## config.mk

```make
export PLATFORM = sky130hd
export DESIGN_NAME = muldiv_seq
export DESIGN_NICKNAME = d
export VERILOG_FILES = /design/src/rtl/muldiv_pkg.sv /design/src/rtl/muldiv_seq.sv
export SDC_FILE = /design/constraint.sdc
export NUM_CORES = 1
export LEC_CHECK = 0
export CORE_MARGIN = 5
export CORE_UTILIZATION = 40
export CTS_BUF_LIST = sky130_fd_sc_hd__clkbuf_8 sky130_fd_sc_hd__clkbuf_16
export DETAILED_ROUTE_END_ITERATION = 7
export SLEW_MARGIN = 20
export SYNTH_ARGS = -nofsm -noshare
export SYNTH_HDL_FRONTEND = slang
export SYNTH_SLANG_ARGS = --single-unit
```

## constraint.sdc

```tcl
create_clock -name clk -period 5.25 [get_ports clk]
set_clock_uncertainty 0.2 [all_clocks]
set_input_delay 0.525 -clock clk [delete_from_list [all_inputs] [get_ports clk]]
set_output_delay 0.525 -clock clk [all_outputs]
set_load 0.03 [all_outputs]
```

## src/rtl/muldiv_pkg.sv

```systemverilog
`default_nettype none
// ============================================================================
//  Module   : muldiv_pkg
//  Purpose  : Shared types and helpers for the iterative multiply/divide
//             sequencer (operation codes, FSM states, opcode decode).
//  Revision : 1.0 - initial release
// ============================================================================
package muldiv_pkg;

   // Operation codes as presented by EX
   typedef enum logic [1:0] {
      MULTU = 2'b00,
      MULT  = 2'b01,
      DIVU  = 2'b10,
      DIV   = 2'b11
   } md_op_t;

   // Sequencer states
   typedef enum logic [1:0] {
      IDLE = 2'b00,
      RUN  = 2'b01,
      FIX  = 2'b10
   } md_state_t;

   // Signed variants carry a 1 in bit 0
   function automatic logic is_signed(input md_op_t op);
      return op[0];
   endfunction

   // Divide variants carry a 1 in bit 1
   function automatic logic is_div(input md_op_t op);
      return op[1];
   endfunction

endpackage
`default_nettype wire

```

## src/rtl/muldiv_seq.sv

```systemverilog
`default_nettype none
// ============================================================================
//  Module   : muldiv_seq
//  Purpose  : Iterative radix-2 multiply / restoring divide sequencer that
//             owns the HI/LO pair, services MTHI/MTLO and raises a pipeline
//             stall while a result is outstanding.
//  Revision : 1.0 - initial release
// ============================================================================
module muldiv_seq
   import muldiv_pkg::*;
#(
   parameter int WIDTH = 32
) (
   input  logic             clk,
   input  logic             rst,
   input  logic             start,
   input  md_op_t           op,
   input  logic [WIDTH-1:0] a,
   input  logic [WIDTH-1:0] b,
   input  logic             flush,
   input  logic             hilo_rd,
   input  logic             wr_hi,
   input  logic             wr_lo,
   input  logic [WIDTH-1:0] wd,
   output logic             busy,
   output logic             done,
   output logic             stall,
   output logic [WIDTH-1:0] hi,
   output logic [WIDTH-1:0] lo
);

   localparam int CW = $clog2(WIDTH) + 1;
   localparam logic [CW-1:0] c_count_init = CW'(WIDTH);
   localparam logic [CW-1:0] c_count_last = CW'(1);

   md_state_t          r_state;
   md_state_t          w_state_nxt;
   logic [CW-1:0]      r_count;
   // r_acc: product high / partial remainder (raw dividend on divide-by-zero)
   // r_low: multiplier being consumed / quotient being built
   // r_opnd: multiplicand magnitude / divisor magnitude
   logic [WIDTH-1:0]   r_acc;
   logic [WIDTH-1:0]   r_low;
   logic [WIDTH-1:0]   r_opnd;
   logic               r_neg_res;
   logic               r_neg_rem;
   logic               r_div;
   logic               r_dbz;
   logic [WIDTH-1:0]   r_hi;
   logic [WIDTH-1:0]   r_lo;
   logic               r_done;

   logic               w_accept;
   logic               w_op_signed;
   logic               w_op_div;
   logic               w_b_zero;
   logic [WIDTH-1:0]   w_mag_a;
   logic [WIDTH-1:0]   w_mag_b;
   logic [WIDTH:0]     w_add;
   logic [WIDTH:0]     w_rem_sh;
   logic [WIDTH-1:0]   w_sub;
   logic               w_ge;
   logic [2*WIDTH-1:0] w_prod_s;
   logic [WIDTH-1:0]   w_quo_s;
   logic [WIDTH-1:0]   w_rem_s;
   logic [WIDTH-1:0]   w_fix_hi;
   logic [WIDTH-1:0]   w_fix_lo;

   // Operation request decode and operand magnitudes (negation wraps at WIDTH)
   always_comb begin
      w_accept    = start & ~flush;
      w_op_signed = is_signed(op);
      w_op_div    = is_div(op);
      w_b_zero    = (b == '0);
      w_mag_a     = (w_op_signed & a[WIDTH-1]) ? -a : a;
      w_mag_b     = (w_op_signed & b[WIDTH-1]) ? -b : b;
   end

   // One iteration of shift-add multiply and restoring divide
   always_comb begin
      w_add    = r_low[0] ? ({1'b0, r_acc} + {1'b0, r_opnd}) : {1'b0, r_acc};
      w_rem_sh = {r_acc, r_low[WIDTH-1]};
      w_ge     = (w_rem_sh >= {1'b0, r_opnd});
      // When w_ge holds the true difference is below 2^WIDTH, so a modular
      // WIDTH-bit subtract is exact.
      w_sub    = w_rem_sh[WIDTH-1:0] - r_opnd;
   end

   // Sign fix-up and result selection for the FIX cycle
   always_comb begin
      w_prod_s = r_neg_res ? -{r_acc, r_low} : {r_acc, r_low};
      w_quo_s  = r_neg_res ? -r_low : r_low;
      w_rem_s  = r_neg_rem ? -r_acc : r_acc;
      if (r_dbz) begin
         w_fix_hi = r_acc;
         w_fix_lo = '1;
      end else if (r_div) begin
         w_fix_hi = w_rem_s;
         w_fix_lo = w_quo_s;
      end else begin
         w_fix_hi = w_prod_s[2*WIDTH-1:WIDTH];
         w_fix_lo = w_prod_s[WIDTH-1:0];
      end
   end

   // Next-state logic
   always_comb begin
      w_state_nxt = r_state;
      case (r_state)
         IDLE: begin
            if (w_accept) begin
               w_state_nxt = (w_op_div & w_b_zero) ? FIX : RUN;
            end
         end
         RUN: begin
            if (flush) begin
               w_state_nxt = IDLE;
            end else if (r_count == c_count_last) begin
               w_state_nxt = FIX;
            end
         end
         FIX:     w_state_nxt = IDLE;
         default: w_state_nxt = IDLE;
      endcase
   end

   // State register
   always_ff @(posedge clk or posedge rst) begin
      if (rst) begin
         r_state <= IDLE;
      end else begin
         r_state <= w_state_nxt;
      end
   end

   // Work registers: operand latch on accept, one iteration per RUN cycle
   always_ff @(posedge clk or posedge rst) begin
      if (rst) begin
         r_count   <= '0;
         r_acc     <= '0;
         r_low     <= '0;
         r_opnd    <= '0;
         r_neg_res <= 1'b0;
         r_neg_rem <= 1'b0;
         r_div     <= 1'b0;
         r_dbz     <= 1'b0;
      end else if (r_state == IDLE) begin
         if (w_accept) begin
            r_count   <= c_count_init;
            r_div     <= w_op_div;
            r_dbz     <= w_op_div & w_b_zero;
            r_neg_res <= w_op_signed & (a[WIDTH-1] ^ b[WIDTH-1]);
            r_neg_rem <= w_op_signed & a[WIDTH-1];
            if (w_op_div & w_b_zero) begin
               r_acc  <= a;
               r_low  <= '0;
               r_opnd <= '0;
            end else if (w_op_div) begin
               r_acc  <= '0;
               r_low  <= w_mag_a;
               r_opnd <= w_mag_b;
            end else begin
               r_acc  <= '0;
               r_low  <= w_mag_b;
               r_opnd <= w_mag_a;
            end
         end
      end else if (r_state == RUN && !flush) begin
         r_count <= r_count - 1'b1;
         if (r_div) begin
            r_acc <= w_ge ? w_sub : w_rem_sh[WIDTH-1:0];
            r_low <= {r_low[WIDTH-2:0], w_ge};
         end else begin
            r_acc <= w_add[WIDTH:1];
            r_low <= {w_add[0], r_low[WIDTH-1:1]};
         end
      end
   end

   // HI/LO: MTHI/MTLO while idle, operation result on an unflushed FIX
   always_ff @(posedge clk or posedge rst) begin
      if (rst) begin
         r_hi   <= '0;
         r_lo   <= '0;
         r_done <= 1'b0;
      end else begin
         r_done <= (r_state == FIX) & ~flush;
         if (r_state == IDLE) begin
            if (wr_hi) r_hi <= wd;
            if (wr_lo) r_lo <= wd;
         end else if (r_state == FIX && !flush) begin
            r_hi <= w_fix_hi;
            r_lo <= w_fix_lo;
         end
      end
   end

   assign busy  = (r_state != IDLE);
   assign done  = r_done;
   assign stall = busy & (start | hilo_rd | wr_hi | wr_lo);
   assign hi    = r_hi;
   assign lo    = r_lo;

endmodule
`default_nettype wire

```

* Word-level counts from Yosys, hierarchy flattened
Cells that the tools add are included.
Word-level totals: input port bits 105, register bits after elaboration 173, output and inout port bits 67
Operators by class: equal/unequal tests 7, reductions and logical operators 13, bitwise operators 12, $add $sub $neg 8, muxes and demuxes 38, $lt $le $gt $ge 1
Operators with widths (count):
- $mux W32 | 28
- $neg A32 Y32 | 4
- $mux W64 | 1
- $neg A64 Y64 | 1
- $add A32 B32 Y33 | 1
- $ge A33 B32 Y1 | 1
- $mux W33 | 1
- $logic_not A32 Y1 | 1
- $sub A32 B32 Y32 | 1
- $mux W6 | 3
- $reduce_and A2 Y1 | 5
- $mux W2 | 4
- $and A1 B1 Y1 | 7
- $eq A6 B1 Y1 const B | 1
- $ne A2 B2 Y1 const B | 3
- $reduce_bool A2 Y1 | 3
- $sub A6 B1 Y6 const B | 1
- $pmux W2 S2 | 1
- $ne A3 B3 Y1 const B | 1
- $or A1 B1 Y1 | 3
- $eq A2 B1 Y1 const B | 1
- $eq A2 B2 Y1 const B | 1
- $logic_and A1 B1 Y1 | 2
- $logic_not A2 Y1 | 1
- 3 further kinds | 3

* Depth between registers and ports, before layout
Gate-level depths: netlist of the first run.
depth in word-level cells 6, mapped depth 15

* Least setup slack after synthesis of the first run
OpenSTA, ideal clock, no wires.
path kind reg-to-reg, from register r_acc[12], to register r_acc[29], slack 2.057 ns, path buffers 1, data required time 4.932 ns, stages on the path, launching flop included 12, arrival 2.875 ns, cell sequence dfrtp_1 > ha_1 > clkbuf_1 > nand2_1 > a2111oi_0 > a21oi_1 > a211oi_1 > a21bo_1 > xor2_1 > a2111oi_0 > nor2_1 > a21o_1
On the way: longest elaborated chain between the ends 5
RTL lines:
- from (decl) | line muldiv_seq.sv:42 | logic [WIDTH-1:0] r_acc;
- from (signal assigned) | line muldiv_seq.sv:171 | r_acc <= w_ge ? w_sub : w_rem_sh[WIDTH-1:0];
- from (signal assigned) | line muldiv_seq.sv:174 | r_acc <= w_add[WIDTH:1];
- $add A32 B32 Y33 (tied with other cells) | line muldiv_seq.sv:81 | w_add = r_low[0] ? ({1'b0, r_acc} + {1'b0, r_opnd}) : {1'b0, r_acc};
- $mux W33 or $mux W32 (tied branches) | line muldiv_seq.sv:81, muldiv_seq.sv:171
- $mux W32 (*) | line muldiv_seq.sv:170 | if (r_div) begin
- $mux W32 (*) | line muldiv_seq.sv:168 | end else if (r_state == RUN && !flush) begin
- $mux W32 (*) | line muldiv_seq.sv:147 | end else if (r_state == IDLE) begin
Mark *: on every way between the ends. The rest lies on a longest branch, timed or not. The select of a mux whose other input is x is not followed. A chain may end at the register's enable or synchronous reset.

* Worst setup path after layout of the first run
from register r_acc[5], to register r_acc[15]
The elaborated chain is that of the path after synthesis.

==> results of run 1 <==
-- cell type report --
type | count | area, µm² | share of cell area [%]
multi-input cells | 1644 | 10600 | 57.1
flip-flops and latches | 173 | 4330 | 23.3
repair buffers | 219 | 2080 | 11.2
well taps | 518 | 648 | 3.49
clock buffers | 17 | 425 | 2.29
inverters | 73 | 278 | 1.49
clock inverters | 15 | 205 | 1.10
diodes | 1 | 2.50 | 0.0135
-- worst max path at each step --
stage          depth (start not counted)   endpoint      start
2_1_floorplan                         11  r_acc[29]  r_acc[12]
3_3_place_gp                           9  r_acc[15]       b[2]
3_5_place_dp                           9  r_acc[15]       b[2]
4_1_cts                               10  r_acc[15]  r_acc[13]
5_1_grt                               11  r_acc[15]   r_acc[7]
6_report                              10  r_acc[15]   r_acc[5]
-- critical path, delay by kind of cell, from the launching register on --
| kind | cells | cell delay, ns |
|---|---|---|
| flops | 1 | 0.51 |
| compound gates | 7 | 1.49 |
| simple gates | 2 | 1.11 |
| fa+ha+maj | 1 | 0.42 |
-- power breakdown --
| part | switching, mW | internal [mW] |
|---|---|---|
| clock | 0.679 | 0.730 |
| sequential | 0.922 | 1.94 |
| combinational | 5.36 | 3.38 |
| total | 6.96 | 6.05 |
-- sequential cells by signal (all words and copies together) (netlist names), 2 cells and up --
name / count
hi: 32
lo: 32
r_acc: 32
r_low: 32
r_opnd: 32
r_count: 6
r_state: 2
-- cells by family after synthesis --
group | synth area share (%)
buffers and inverters | 5.41
multiplexers | 3.45
adder cells (fa/ha/maj) | 5.81
XOR/XNOR | 9.84
AO/OA/AOI/OAI | 28.0
flip-flops | 27.5
AND/OR/NAND/NOR | 20.0
-- layout by cell type, fill, tap and decap left out, types with 10 or more instances in the layout --
| cell | count |
|---|---|
| mux2i_1 | 43 |
| o21ai_0 | 149 |
| clkdlybuf4s50_1 | 170 |
| inv_1 | 69 |
| a211oi_1 | 20 |
| o211ai_1 | 49 |
| or3_1 | 16 |
| xor2_1 | 65 |
| nand3_1 | 39 |
| dfrtp_1 | 172 |
| xnor2_1 | 112 |
| nor4_1 | 21 |
| buf_4 | 47 |
| a21o_1 | 35 |
| nand2b_1 | 15 |
| o221ai_1 | 17 |
| a21oi_1 | 174 |
| and3_1 | 16 |
| o21a_1 | 20 |
| mux2_2 | 10 |
| clkbuf_16 | 17 |
| nand4_1 | 20 |
| nor2b_1 | 11 |
| nor3_1 | 45 |
| o22ai_1 | 42 |
| a31oi_1 | 30 |
| o31ai_1 | 21 |
| nand2_1 | 242 |
| nor2_1 | 167 |
| ha_1 | 70 |
| o21ai_1 | 32 |
-- metrics by stage --
step	instances	total power, mW	setup WS, ns
5_1_grt	2659	13.8	1.22
4_1_cts	2659	12.9	1.43
6_report	2660	13.0	1.33
3_5_place_dp	2627	11.4	1.06
2_1_floorplan	2036	8.56	2.06
3_3_place_gp	2627	11.4	1.17
-- metal layers --
| metal | part of all wire (%) | GRT usage, % |
|---|---|---|
| met1 | 42 | 38.6 |
| met3 | 7.5 | 4.79 |
| met4 | 5.7 | 14.9 |
| met5 | 0 | 0 |
| met2 | 45 | 47.4 |
==> flow_summary.yaml, run 1 <==
die:
  die_height_um: 208
  core_um2: 38800
  initial_core_util_pct: 40.6
  dieArea_um2: 43400
  ios: 172
  rows: 72
  die_width_um: 208
placed_design:
  gp_routability_congestion: 0.975
  port_buffers: 171
  place_area_um2: 17900
  dp_hpwl_mm: 51.3
global_routing:
  grt-ovfl-total: 0
  grt_antenna_before_repair: 0
  grt_pass1_wl_mm: 99.1
  grt_max_degree: 112
  grt_pass1_vias: 15900
  grt_use_total_pct: 29.5
timing:
  finalCritPeriodShare_pct: 74.7
  tns_ns: 0
  holdWs_ns: 0.282
  period_needed_ns: 3.92
  tightest_slew_ns: 1.08
  fmax_ghz: 0.255
  setup_violations: 0
  slew_viol_final: 0
  max_slew_margin_pct: 28.0
  finalHoldViolCount: 0
  grt_setup_unrepaired: "no"
setup_path:
  reg2reg_depth: 10
  critPathArrivalTime_ns: 4.03
  critPathLaunchType: "flip-flop"
  cp.required_ns: 5.36
  cp_max_fo: 37
  crit_slowest_cell: "and3b_2"
  r2r_end: "r_acc[15]"
  r2r_start: "r_acc[5]"
  crit_top_cell: "o21ai_0"
  ff2ff_setup_slack_ns: 1.33
  crit_path_end_kind: "flip-flop"
  crit_type: "reg2reg"
  crit_path_cell_trace: "ha_1 -> a21oi_1 -> o21ai_0 -> or3_1 -> o21ai_0 -> a21oi_1 -> and3b_2 -> o21ai_0 -> a221oi_1 -> a211oi_1"
  slowest_delay_ns: 0.76
worst_hold_path:
  min_from: "lo[10]"
  hold_depth: 2
  hold_path_class: "reg2reg"
  holdPathEnd: "lo[10]"
layout:
  design_area_um2: 18600
  area_delta_synth_final_pct: 18.0
  nFillCells: 3882
  utilization_pct: 47.9
  drive_gt1_share_pct: 6.63
  fin_nets: 2305
pwr:
  leakage_nw: 7.55
  pwr_density_cell_nw_per_um2: 700
  vdd_drop_max_v: 0.000327
run_status:
  status: "finished clean"
synth:
  synthCells: 2036
  syn-cell-area_um2: 15800
  synth.top_cell.area_share_pct: 27.5
  synth_top_area_cell: "dfrtp_1"
  synth_area_leaders: "dfrtp_1, xnor2_1, nand2_1"
  netlist_top_cells_count: "nand2_1, a21oi_1, dfrtp_1"
  synth_edf_count: 0
  syn_avg_cell_area_um2: 7.74
  synth_nets: 2213
  ys_ff_latch: 173
  yosysWarnings: 0
  synthArstFlopShare_pct: 100
  ys_types: 90
  ys_seq_area_share_pct: 27.5
  synth_top_flop_cell: "dfrtp_1"
  yosysMostFrequentCell: "nand2_1"
clocking:
  clockBufferDepth: 2
  cts_tree: "built"
  clk_pin_slew_ns: 0.08
  clk-insertion-delay-late_ns: 0.47
  h-tree-depth: 4
  post_cts_buffers: 0
  root_buffer: "clkbuf_16"
  numCtsBuffers: 17
  hold_buffers: 0
  cts_sinks: 173
  cts_resized: 0
routing:
  via_per_inst: 6.18
  antenna_left: 0
  drc: 0
  num_vias: 16400
  drt_pre_antenna_iters: 5
  wl_per_cell_um: 24.9
  routed_wl_mm: 66.3
  drt_iter0_markers: 1299
flow_run:
  drv_cap: 0
Note: power is estimated with default switching activity, not from simulation.
==> run 2: changes to the inputs <==
clock period = 4.02 ns   (was 5.25 ns; I/O delays follow)
==> flow_summary.yaml, run 2 (synthesized netlist as in run 1, its figures left out) <==
worst_hold_path:
  hold_path_class: "in2reg"
timing:
  setup_violations: 0
  finalHoldViolCount: 0
  fmax_ghz: 0.274
  finalCritPeriodShare_pct: 90.8
  period_needed_ns: 3.65
  slew_viol_final: 0
  max_slew_margin_pct: 29.3
  tns_ns: 0
  tightest_slew_ns: 1.06
  grt_setup_unrepaired: "no"
  holdWs_ns: 0.159
die:
  dieArea_um2: 43400
  initial_core_util_pct: 40.6
  die_height_um: 208
  die_width_um: 208
  ios: 172
  rows: 72
  core_um2: 38800
clocking:
  cts_tree: "built"
  numCtsBuffers: 17
  cts_resized: 0
  post_cts_buffers: 0
  clk-insertion-delay-late_ns: 0.46
  root_buffer: "clkbuf_16"
  clockBufferDepth: 2
  clk_pin_slew_ns: 0.08
  h-tree-depth: 4
  cts_sinks: 173
  hold_buffers: 0
global_routing:
  grt_antenna_before_repair: 0
  globalRouteMet3Util_pct: 6.33
  grt_max_degree: 64
  grt-ovfl-total: 0
  busiest_layer: "met2"
  grt_pass1_vias: 15900
  grt_pass1_wl_mm: 98.8
  grt_use_met1_pct: 38.9
  grt_use_total_pct: 29.2
  grtUsageMet2_pct: 45.4
setup_path:
  crit_path_end_kind: "flip-flop"
  slowest_delay_ns: 0.41
  crit_slowest_cell: "dfrtp_1"
  crit_top_cell: "a21oi_1"
  cp_max_fo: 4
  crit_path_cell_trace: "inv_1 -> ha_1 -> inv_1 -> fa_1 -> a21o_1 -> a221oi_2 -> o21ai_1 -> a21oi_1 -> a21oi_1 -> a31o_2 -> a21oi_1 -> xnor2_1 -> a21oi_1 -> o21ai_0"
  critPathLaunchType: "flip-flop"
  crit_type: "reg2reg"
  critPathArrivalTime_ns: 3.83
  cp.required_ns: 4.20
  ff2ff_setup_slack_ns: 0.37
routing:
  drt_pre_antenna_iters: 8
  via_per_inst: 6.14
  drc: 0
  drt_iter0_markers: 1841
  num_vias: 16600
  wl_per_cell_um: 24.4
  routed_wl_mm: 66.0
  antenna_left: 0
pwr:
  leakage_nw: 7.75
  vdd_drop_max_v: 0.000409
  pwr_density_cell_nw_per_um2: 909
layout:
  nFillCells: 3815
  layout_commonest_cell: "nand2_1"
  drive_gt1_share_pct: 8.21
  design_area_um2: 18900
  final_cell_mix: "nand2_1, a21oi_1, dfrtp_1, clkdlybuf4s50_1, nor2_1"
  utilization_pct: 48.6
  fin_nets: 2345
  fin_cells: 2700
  area_delta_synth_final_pct: 19.8
flow_run:
  drv_cap: 0
placed_design:
  port_buffers: 171
  place_area_um2: 18300
  gp_routability_congestion: 1.03
  place_inst: 2667
  dp_hpwl_mm: 51.7
run_status:
  status: "finished clean"
[run 2: changes by cell type in the layout (fill, tap and decap cells not counted), sizes merged]
cell	previous run	this run
clkinvlp	1	3
bufinv	2	1
buf	49	89
inv	75	82
clkinv	10	2
[run 2: path summary, 6_finish.rpt]
| check | from | endpoint | cells past startpoint |
|---|---|---|---|
| worst max-delay path | r_low[31] | r_acc[28] | 14 |
| worst min-delay path | op[1] | r_div | 3 |
| worst max register to register | r_low[31] | r_acc[28] | 14 |
| worst min register to register | lo[24] | lo[24] | 2 |
| max in group asynchronous | rst | r_opnd[17] | 3 |
| min in group asynchronous | rst | hi[19] | 2 |
[run 2: routing by layer]
layer | vias to the layer above | share of wire [%]
met2 | 840 | 44
met4 | 0 | 5.8
met5 | - | 0
met3 | 179 | 8.9
li1 | 7680 | -
met1 | 7876 | 41
[run 2: critical path, delay by kind of cell, from the launching register on]
family | cells | cell delay [ns]
compound gates | 9 | 2.05
xor+xnor | 1 | 0.14
fa+ha+maj | 2 | 0.60
buf+inv | 2 | 0.20
flops | 1 | 0.41
[run 2: cell type report]
class | count | area [µm²] | area share, %
timing repair buffer | 259 | 2420 | 12.8
clock buffer | 17 | 425 | 2.25
clock inverter | 15 | 153 | 0.809
sequential | 173 | 4330 | 23.0
multi-input combinational | 1644 | 10600 | 56.2
antenna | 1 | 2.50 | 0.0133
inverter | 73 | 278 | 1.47
tap | 518 | 648 | 3.44
[run 2: power by group]
group	switching (mW)	internal (mW)
Combinational	7.31	4.64
Sequential	0.931	2.54
Clock	0.856	0.881
[run 2: per-stage QoR]
step | setup slack (ns) | power [mW]
after global placement | 0.401 | 15.1
final | 0.369 | 17.2
after floorplan | 0.827 | 11.2
after detailed placement | 0.335 | 15.1
after CTS | 0.409 | 16.9
after global routing | 0.0529 | 18.3
==> RTL change: new RTL, flow settings as in run 2 <==
`WIDTH`: 32 -> 16.
--- a/src/rtl/muldiv_seq.sv
+++ b/src/rtl/muldiv_seq.sv
@@ -11,3 +11,3 @@
 #(
-   parameter int WIDTH = 32
+   parameter int WIDTH = 16
 ) (
Ports: changed (5 resized); port bits go from 172 to 92. The function was not compared with the original's and may differ.
==> RTL change against run 2 <==
Clock power fell by 48%; via count fell by 52%; total power fell by 51%; highest routed layer unchanged; design area fell by 50%; setup slack improved by 420 ps; count of clock-buffer cells in the layout fell by 8; routed wire length fell by 57%; area after synthesis fell by 49%; synthesized cell count fell by 51%; sequential cell count fell by 81; worst hold slack improved by 25 ps.
==> RTL change: results (changes against run 2) <==
GPL Wtd Cong 0.9690 (-6.2%); arrival time worst endpoint 3280 ps (-550 ps); ranking of synthesized cells by area dfrtp_1, xnor2_1, ha_1; Leak Pwr 3.898 nW (-50%); number of distinct library cells after synthesis 87 (-3.3%); Avg WL per Cell 21.23 microns (-13%); Avg Inst Size Synth 8.046 sq um (+4.0%); total CTS buffers 9 (-8); met2 GRT Util 37.70% (-7.7 points); Clk Latency, worst-skew pair 360 ps (-100 ps); IO Port Bufs 91 (-47%); Max-Slew Margin vs Limit 37.37% (+8.1 points); internal power 4.118 mW (-49%); DR pass1 iterations 5 (-3); routing usage on met3 4.279% (-2.0 points); worst hold path type in -> async; Max H-tree Level 3 (-1); most frequent cells after synthesis a21oi_1, dfrtp_1, o21ai_0; status finished, final reports clean; Post-Syn Nets 1,091 (-51%); met1 Usage GRT 35.41% (-3.4 points); Ant. Diodes 0 (-1); share of cells above drive strength 1 7.103% (-1.1 points); largest net degree at the start of global routing 63 (-1.6%); Peak VDD IR 0.0004056 V (-0.89%); vias in the first global route 7,502 (-53%); vias per cell 6.021 (-1.9%); pre-CTS setup slack 735.4 ps (+400.8 ps); Placed Area 9214 sq um (-50%); Global Route Usage Sum 25.05% (-4.2 points); DR iter-0 viols 690 (-63%); Critical Path Fanout Max 9 (+5); first-pass GRT wire length 43,800 microns (-56%); Post-layout nets 1,163 (-50%); Post-DP HPWL 21,850 microns (-58%); DP Cell Count 1,320 (-51%); post-synthesis sequential area ratio 28.79% (+1.3 points)
-- RTL change: changes by cell type in the layout (fill, tap and decap cells not counted), sizes merged, moves of 32 or more --
cell and delta:
a21oi -84, buf -61, clkdlybuf4s50 -80, dfrtp -81
ha -32, inv -33, nand2 -161, nor2 -86
o211ai -37, o21ai -82, xnor2 -54, xor2 -44
-- RTL change: final timing paths --
check | endpoint | slack, ps | startpoint | depth (start not counted)
worst max-delay path | r_acc[13] | 790 | r_acc[0] | 9
max in group asynchronous | r_opnd[8] | 2600 | rst | 3
min in group clk | lo[7] | 280 | lo[7] | 2
worst min-delay path | r_acc[5] | 180 | rst | 2
worst min register to register | lo[7] | 280 | lo[7] | 2
worst max register to register | r_acc[13] | 790 | r_acc[0] | 9
-- RTL change: final cells by class --
type	instances	area, sq um
clock inverter	6	72.57
sequential	92	2302
fill	1937	10080
clock buffer	9	225.2
tap	265	331.6
inverter	47	178.9
timing repair buffer	118	1109
multi-input combinational	798	5293
-- RTL change: logic make-up (layout without fill, tap and decap cells) --
family	Yosys count	after routing	share of synthesized area (%)
multiplexers	32	32	4.099
adder cells (fa/ha/maj)	40	40	6.446
AND/OR/NAND/NOR	274	274	17.07
AO/OA/AOI/OAI	373	373	29.87
buffers and inverters	104	180	5.084
flip-flops	92	92	28.79
XOR/XNOR	79	79	8.652
-- RTL change: through the flow --
| step | hold slack (ps) | utilization (%) |
|---|---|---|
| floorplan | 272.8 | - |
| global placement | 260.8 | 47.03 |
| detailed placement | 269.3 | 47.03 |
| CTS | 195.3 | 48.55 |
| global route | 233.1 | 48.55 |
| finish | 184.1 | 48.55 |
-- RTL change: power by group through the flow --
stage	combinational, mW	sequential (mW)	clock (mW)
floorplan	3.70	2.01	0
global placement	5.60	1.88	0
detailed placement	5.60	1.89	0
CTS	5.62	1.87	0.911
global route	6.22	1.93	0.946
finish	5.70	1.89	0.897
-- RTL change: per-layer routing --
layer / up-vias / share of wire [%]
met4: 0 / 4.4
met5: - / 0
li1: 3805 / -
met2: 388 / 44
met1: 3780 / 45
met3: 65 / 7.3
-- RTL change: critical path, stage by stage (launching register included) --
cell      delay, ps
dfrtp_1         530
ha_1            330
fa_1            460
a211oi_1        400
o21ai_0         270
nand3_1         130
a31oi_1         160
o21ai_0         270
a21oi_1         110
o31ai_1         270
